===== config.mk =====
export PLATFORM = sky130hd
export DESIGN_NAME = lab5_2_rr_arbiter
export DESIGN_NICKNAME = d
export VERILOG_FILES = /design/src/rtl/lab5_2_rr_arbiter.sv
export SDC_FILE = /design/constraint.sdc
export NUM_CORES = 1
export LEC_CHECK = 0
export CORE_MARGIN = 2
export CORE_UTILIZATION = 38
export CTS_BUF_LIST = sky130_fd_sc_hd__clkbuf_8 sky130_fd_sc_hd__clkbuf_16
export CTS_CLUSTER_DIAMETER = 30
export DETAILED_ROUTE_END_ITERATION = 16
export PLACE_DENSITY = 0.79
export SLEW_MARGIN = 10
export SYNTH_ARGS = -nofsm -noshare
export SYNTH_HDL_FRONTEND = slang
export SYNTH_SLANG_ARGS = --single-unit
export TNS_END_PERCENT = 30

===== constraint.sdc =====
create_clock -name clk -period 2.2 [get_ports clk]
set_input_delay 0.55 -clock clk [delete_from_list [all_inputs] [get_ports clk]]
set_output_delay 0.55 -clock clk [all_outputs]
set_load 0.01 [all_outputs]

===== src/rtl/lab5_2_rr_arbiter.sv =====
// Four-source round-robin arbiter feeding a single registered output beat.
// The last-granted pointer rotates priority so every held request is served within four loads.
module lab5_2_rr_arbiter #(
  parameter int DATA_W = 8
) (
  input  logic              clk,
  input  logic              rst,
  input  logic [3:0]        req,
  input  logic [DATA_W-1:0] in0,
  input  logic [DATA_W-1:0] in1,
  input  logic [DATA_W-1:0] in2,
  input  logic [DATA_W-1:0] in3,
  output logic [3:0]        ack,
  input  logic              out_ready,
  output logic              out_valid,
  output logic [DATA_W-1:0] out_data,
  output logic [1:0]        sel,
  output logic [7:0]        xfer_cnt
);

  logic              r_valid;
  logic [DATA_W-1:0] r_data;
  logic [1:0]        r_sel;
  logic [1:0]        r_lg;
  logic [7:0]        r_cnt;

  logic              w_xfer;
  logic              w_load;
  logic [1:0]        w_win;
  logic              w_found;
  logic [DATA_W-1:0] w_data;

  assign w_xfer = r_valid & out_ready;
  // Reset gates the load so ack stays quiet while rst is high.
  assign w_load = ~rst & (~r_valid | out_ready) & (|req);

  always_comb begin
    logic [1:0] idx;
    w_win   = r_lg;
    w_found = 1'b0;
    idx     = r_lg;
    for (int k = 1; k <= 4; k++) begin
      idx = r_lg + 2'(k);
      if (!w_found && req[idx]) begin
        w_win   = idx;
        w_found = 1'b1;
      end
    end
  end

  always_comb begin
    w_data = in0;
    case (w_win)
      2'd0: w_data = in0;
      2'd1: w_data = in1;
      2'd2: w_data = in2;
      2'd3: w_data = in3;
      default: w_data = in0;
    endcase
  end

  assign ack = w_load ? (4'b0001 << w_win) : 4'b0000;

  always_ff @(posedge clk) begin
    if (rst) begin
      r_valid <= 1'b0;
      r_data  <= '0;
      r_sel   <= 2'd0;
      r_lg    <= 2'd3;
      r_cnt   <= 8'd0;
    end else begin
      if (w_xfer) r_cnt <= r_cnt + 8'd1;
      // A load in a transfer cycle replaces the beat that just left.
      if (w_load) begin
        r_valid <= 1'b1;
        r_data  <= w_data;
        r_sel   <= w_win;
        r_lg    <= w_win;
      end else if (w_xfer) begin
        r_valid <= 1'b0;
      end
    end
  end

  assign out_valid = r_valid;
  assign out_data  = r_data;
  assign sel       = r_sel;
  assign xfer_cnt  = r_cnt;

endmodule


# == Yosys cells after proc, flatten, opt, wreduce, memory -nomap -nowiden ==
# Cells that the tools add are included.
# totals
ff_bits,21
latchBits,0
ram_bits,0
romBits,0
output_inout_bits,23
mem_count,0
# op_classes
n_addsub,4
multipliers,0
n_div,0
n_lt_le_gt_ge,4
n_eq_ne,3
shifts,1
muxes,19
n_bitwise,6
n_reduce_logical,9
# ops
cell,n
$pmux 8 s4,1
$lt 2x3->1 const B,4
$mux 1,9
$add 8x1->8 const B,1
$bmux 1 s2,4
$mux 2,4
$add 2x2->2 const B,2
$eq 2x2->1 const B,2
$mux 4,1
$reduce_or 4->1,1
$shl 1x2->4 const A,1
$and 1x1->1,3
$logic_and 1x1->1,3
$logic_not 1->1,3
$add 2x1->2 const B,1
$eq 2x1->1 const B,1
$logic_not 2->1,1
$not 1->1,2
$reduce_bool 2->1,1
$or 1x1->1,1

# == Longest topological paths before layout ==
# logic_depth
depth_word,15
depth_mapped,6
ltp_nobuf,4

# == Least setup slack after synthesis ==
# OpenSTA, ideal clock, no wires.
# synth_timing
path_type,input -> output
startpoint,input req[3]
endpoint,output ack[0]
arrival_time_ns,1.569
slack_ns,0.081
cell_stages,5
n_path_buf,1
path_cell_list,mux2i_1 > nor2_1 > or4b_4 > buf_6 > nor2_1
# synth_between
elab_chain_len,14
elab_cells_between_ends,25
classes_between,shift (1); mux (16); bitwise (1); reduce/logical (7)
# synth_rtl
item,line_no,text
"start, declared",8,"input logic [3:0] req,"
$bmux 1 s2,44,if (!w_found && req[idx]) begin
$mux 1 (implied by the code),44,
$mux 1,44,
$logic_not 1->1,44,
$logic_and 1x1->1,44,
$mux 1,44,
$logic_not 1->1,44,
$logic_and 1x1->1,44,
$mux 1,44,
$logic_not 1->1,44,
$logic_and 1x1->1,44,
$mux 2,44,
$shl 1x2->4,62,assign ack = w_load ? (4'b0001 << w_win) : 4'b0000;
$mux 4 *,62,
"end, declared",13,"output logic [3:0] ack,"
# Mark *: on every way between the ends. The rest lies on a longest branch, timed or not. The select of a mux whose other input is x is not followed.

# == Worst setup path in the final report ==
# layout_timing
startpoint,register r_lg[1]
endpoint,output ack[0]
# layout_between
elab_chain_len,15
elab_cells_between_ends,26
classes_between,add/sub (3); shift (1); mux (16); reduce/logical (6)
# layout_rtl
item,line_no,text
"start, declared",24,logic [1:0] r_lg;
"start signal, assigned",78,r_lg <= w_win;
$add 2x1->2,43,idx = r_lg + 2'(k);
$bmux 1 s2,44,
$mux 1 (implied by the code),44,
$mux 1,44,
$logic_not 1->1,44,
$logic_and 1x1->1,44,
$mux 1,44,
$logic_not 1->1,44,
$logic_and 1x1->1,44,
$mux 1,44,
$logic_not 1->1,44,
$logic_and 1x1->1,44,
$mux 2 *,44,
$shl 1x2->4 *,62,
$mux 4 *,62,
# Marked as above.

==> metrics.txt <==
outcome=finished with violations; failing checks=setup timing; Mapped Area=about 1100 um^2; antenna cells=0; insertion delay to the later sink of the worst-skew pair=0.26 ns; worst hold path class=flip-flop to flip-flop; die area=around 3400 um^2; Hold-fix buffers, CTS=0; routed vias=roughly 1200; met1 WL=approximately 1400 um; DRT Pass-1 Iters=4; Initial Utilization=slightly above 40%; Yosys reg bits=21; Ys Warns=0; drt total wl=3440 um; DRT antenna net count=0; cell-by-cell trace of the critical path=buf_4 -> nand2_2 -> a21oi_2 -> or4b_4 -> nor2_1 -> buf_2; CTS clk-pin slew, worst paths=0.08 ns; detailed-placement wirelength estimate=~2600 um; standard cell core area=2780 um^2; CTS Root Cell=clkbuf_8; final worst hold slack=around 0.46 ns; port bufs=61; uppermost layer routed=met4; sequential area share after synthesis=~38%; critical path type=flip-flop to primary output; fillcell total=~230; Max-cap violations=0; die height=around 58 um; IO Count=just over 60; Worst EP arrival=1.65 ns; PwrDens=around 550 nW/um^2; worst setup margin=-0.00432 ns; H-Tree Depth=1; maximum VDD drop=roughly 0.49 mV; Initial DRC Count=19; slowest stage delay, CP=around 0.54 ns; Relative slew margins=approximately four fifths; final count of hold timing violations=0; Routability Congestion=approximately 0.9; Longest Clk Path Bufs=2; ratio of cells with drive above 1 in the final layout=between 20% and 30%; met2 WL post-DR=roughly 1600 um; Max Slew Vio Count=0; Worst-Margin Slew=about 0.28 ns; Critical-path top delay cell=or4b_4; clock skew=0.00247 ns; worst-path fanout max=4; first-pass GRT wire length=about 5600 um; Inserted Clock Buffers=3; post-layout min period=roughly 2.2 ns; Sink Count=21; met3 wire len=around 360 um; area grow syn2layout=77.4%; final net count=around 250; worst endpoint required time=about 1.7 ns; largest net degree at the start of global routing=18; multi-input logic area=732 um^2; CTS tree=yes; number of setup violations in the final report=1; post-synthesis cell type count=33; FF/Latch Area=roughly 420 um^2; share of the clock period used by the worst path=100%; Startpoint Class=flip-flop; row count=19; grt ovf=0; leakage=about 0.82 nW; Die W=just under 60 um; Post-route DRC=0; Post-Synthesis Cells=approximately 130; Post-Route Setup TNS=-0.00432 ns; Via density=5.27; syn nets=roughly 170; Max Fclk=0.454 GHz; antenna violations before repair=0; EDFF count, synth=0; Worst setup EP type=primary output; Wirelength per Cell=approximately 15 um; top_reg_cell synth=dfxtp_1; GR Util All Layers=between 20% and 30%; Mean Syn Cell Area=approximately 9.0 um^2; vias in the first global route=1277; unrepaired setup endpoints after global routing=true; Post-Route Utilization=a little under three quarters; Async SR Flop Fraction=0%
-- final cells by class --
class | count | share of cell area, %
inverters | 1 | 0.189
clock buffers | 3 | 2.08
multi-input cells | 98 | 36.8
flip-flops and latches | 21 | 21.3
clock inverters | 1 | 0.252
well taps | 31 | 1.95
repair buffers | 81 | 37.3
-- layout by cell type (no fill, tap or decap), types with 4 or more instances in the layout --
| master | n |
|---|---|
| nand2_1 | 16 |
| clkdlybuf4s50_1 | 51 |
| nor2_1 | 12 |
| o221ai_1 | 8 |
| a21oi_1 | 6 |
| nand3_1 | 4 |
| dfxtp_1 | 18 |
| mux2i_1 | 17 |
| buf_6 | 5 |
| buf_2 | 5 |
| buf_4 | 20 |
-- flip-flops by register name, summed over array words and instances (netlist names) --
signal / cells
out_data: 8
xfer_cnt: 8
r_lg: 2
sel: 2
out_valid: 1
-- cells by family (layout without fill, tap and decap cells) --
group | count (synthesis) | in the layout | synth area share (%)
compound gates | 20 | 20 | 13.2
simple gates | 54 | 54 | 24.2
buf+inv | 6 | 86 | 4.02
flops | 21 | 21 | 37.5
fa+ha+maj | 1 | 1 | 1.12
xor+xnor | 6 | 6 | 4.69
mux | 17 | 17 | 15.2
-- cells in the mapped netlist, types with 2 or more instances --
cell type  count  area share [%]
dfxtp_1       21              38
mux2i_1       17              15
nand2_1       17             5.7
nor2_1        13             4.4
o221ai_1       8             6.3
a21oi_1        7             3.1
nand3_1        4             1.8
nor3_1         4             1.8
and3_1         3             1.7
xnor2_1        3             2.3
xor2_1         3             2.3
buf_4          2             1.3
buf_6          2             2.0
nor4_1         2             1.1
-- power breakdown --
part / switching (mW) / internal (mW) / total, mW
sequential: 0.0242 / 0.417 / 0.441
clock: 0.124 / 0.126 / 0.250
combinational: 0.165 / 0.234 / 0.399
-- critical path: cells and delay by family (launching register included) --
kind / cells / cell delay [ns]
AOI/OAI and AO/OA: 1 / 0.06
and+or+nand+nor: 3 / 0.70
buffers and inverters: 2 / 0.29
DFF: 1 / 0.34
-- stage by stage --
stage          std cells  instance area, um^2  total power [mW]  worst slack (ns)
2_1_floorplan        125                 1120             0.618            0.0811
6_report             236                 1990              1.09          -0.00432
3_5_place_dp         231                 1880             0.822            -0.865
5_1_grt              236                 1990              1.15           -0.0768
4_1_cts              236                 1990              1.09           -0.0291
3_3_place_gp         231                 1880             0.813            -0.795
-- worst paths after layout --
kind	startpoint	endpoint	slack (ns)	cells after the start
worst max-delay path	r_lg[1]	ack[0]	-0.004	6
worst min-delay path	sel[1]	sel[1]	0.46	2
worst max register to register	r_lg[1]	out_data[5]	0.32	7
worst min register to register	sel[1]	sel[1]	0.46	2
-- routing by layer --
metal | track usage (%) | up-vias
met5 | 0 | -
met4 | 5.98 | 0
met3 | 6.70 | 8
met2 | 35.8 | 58
met1 | 24.6 | 559
li1 | - | 618
-- repair_timing --
item / in CTS / in global routing
endpoints found under the hold margin: 0 / 0
setup buffers: 1 / 0
resized for setup: 61 / 5
endpoints found under the setup margin: 12 / 4
pin swaps: 5 / 3
(Power assumes the default switching activity.)
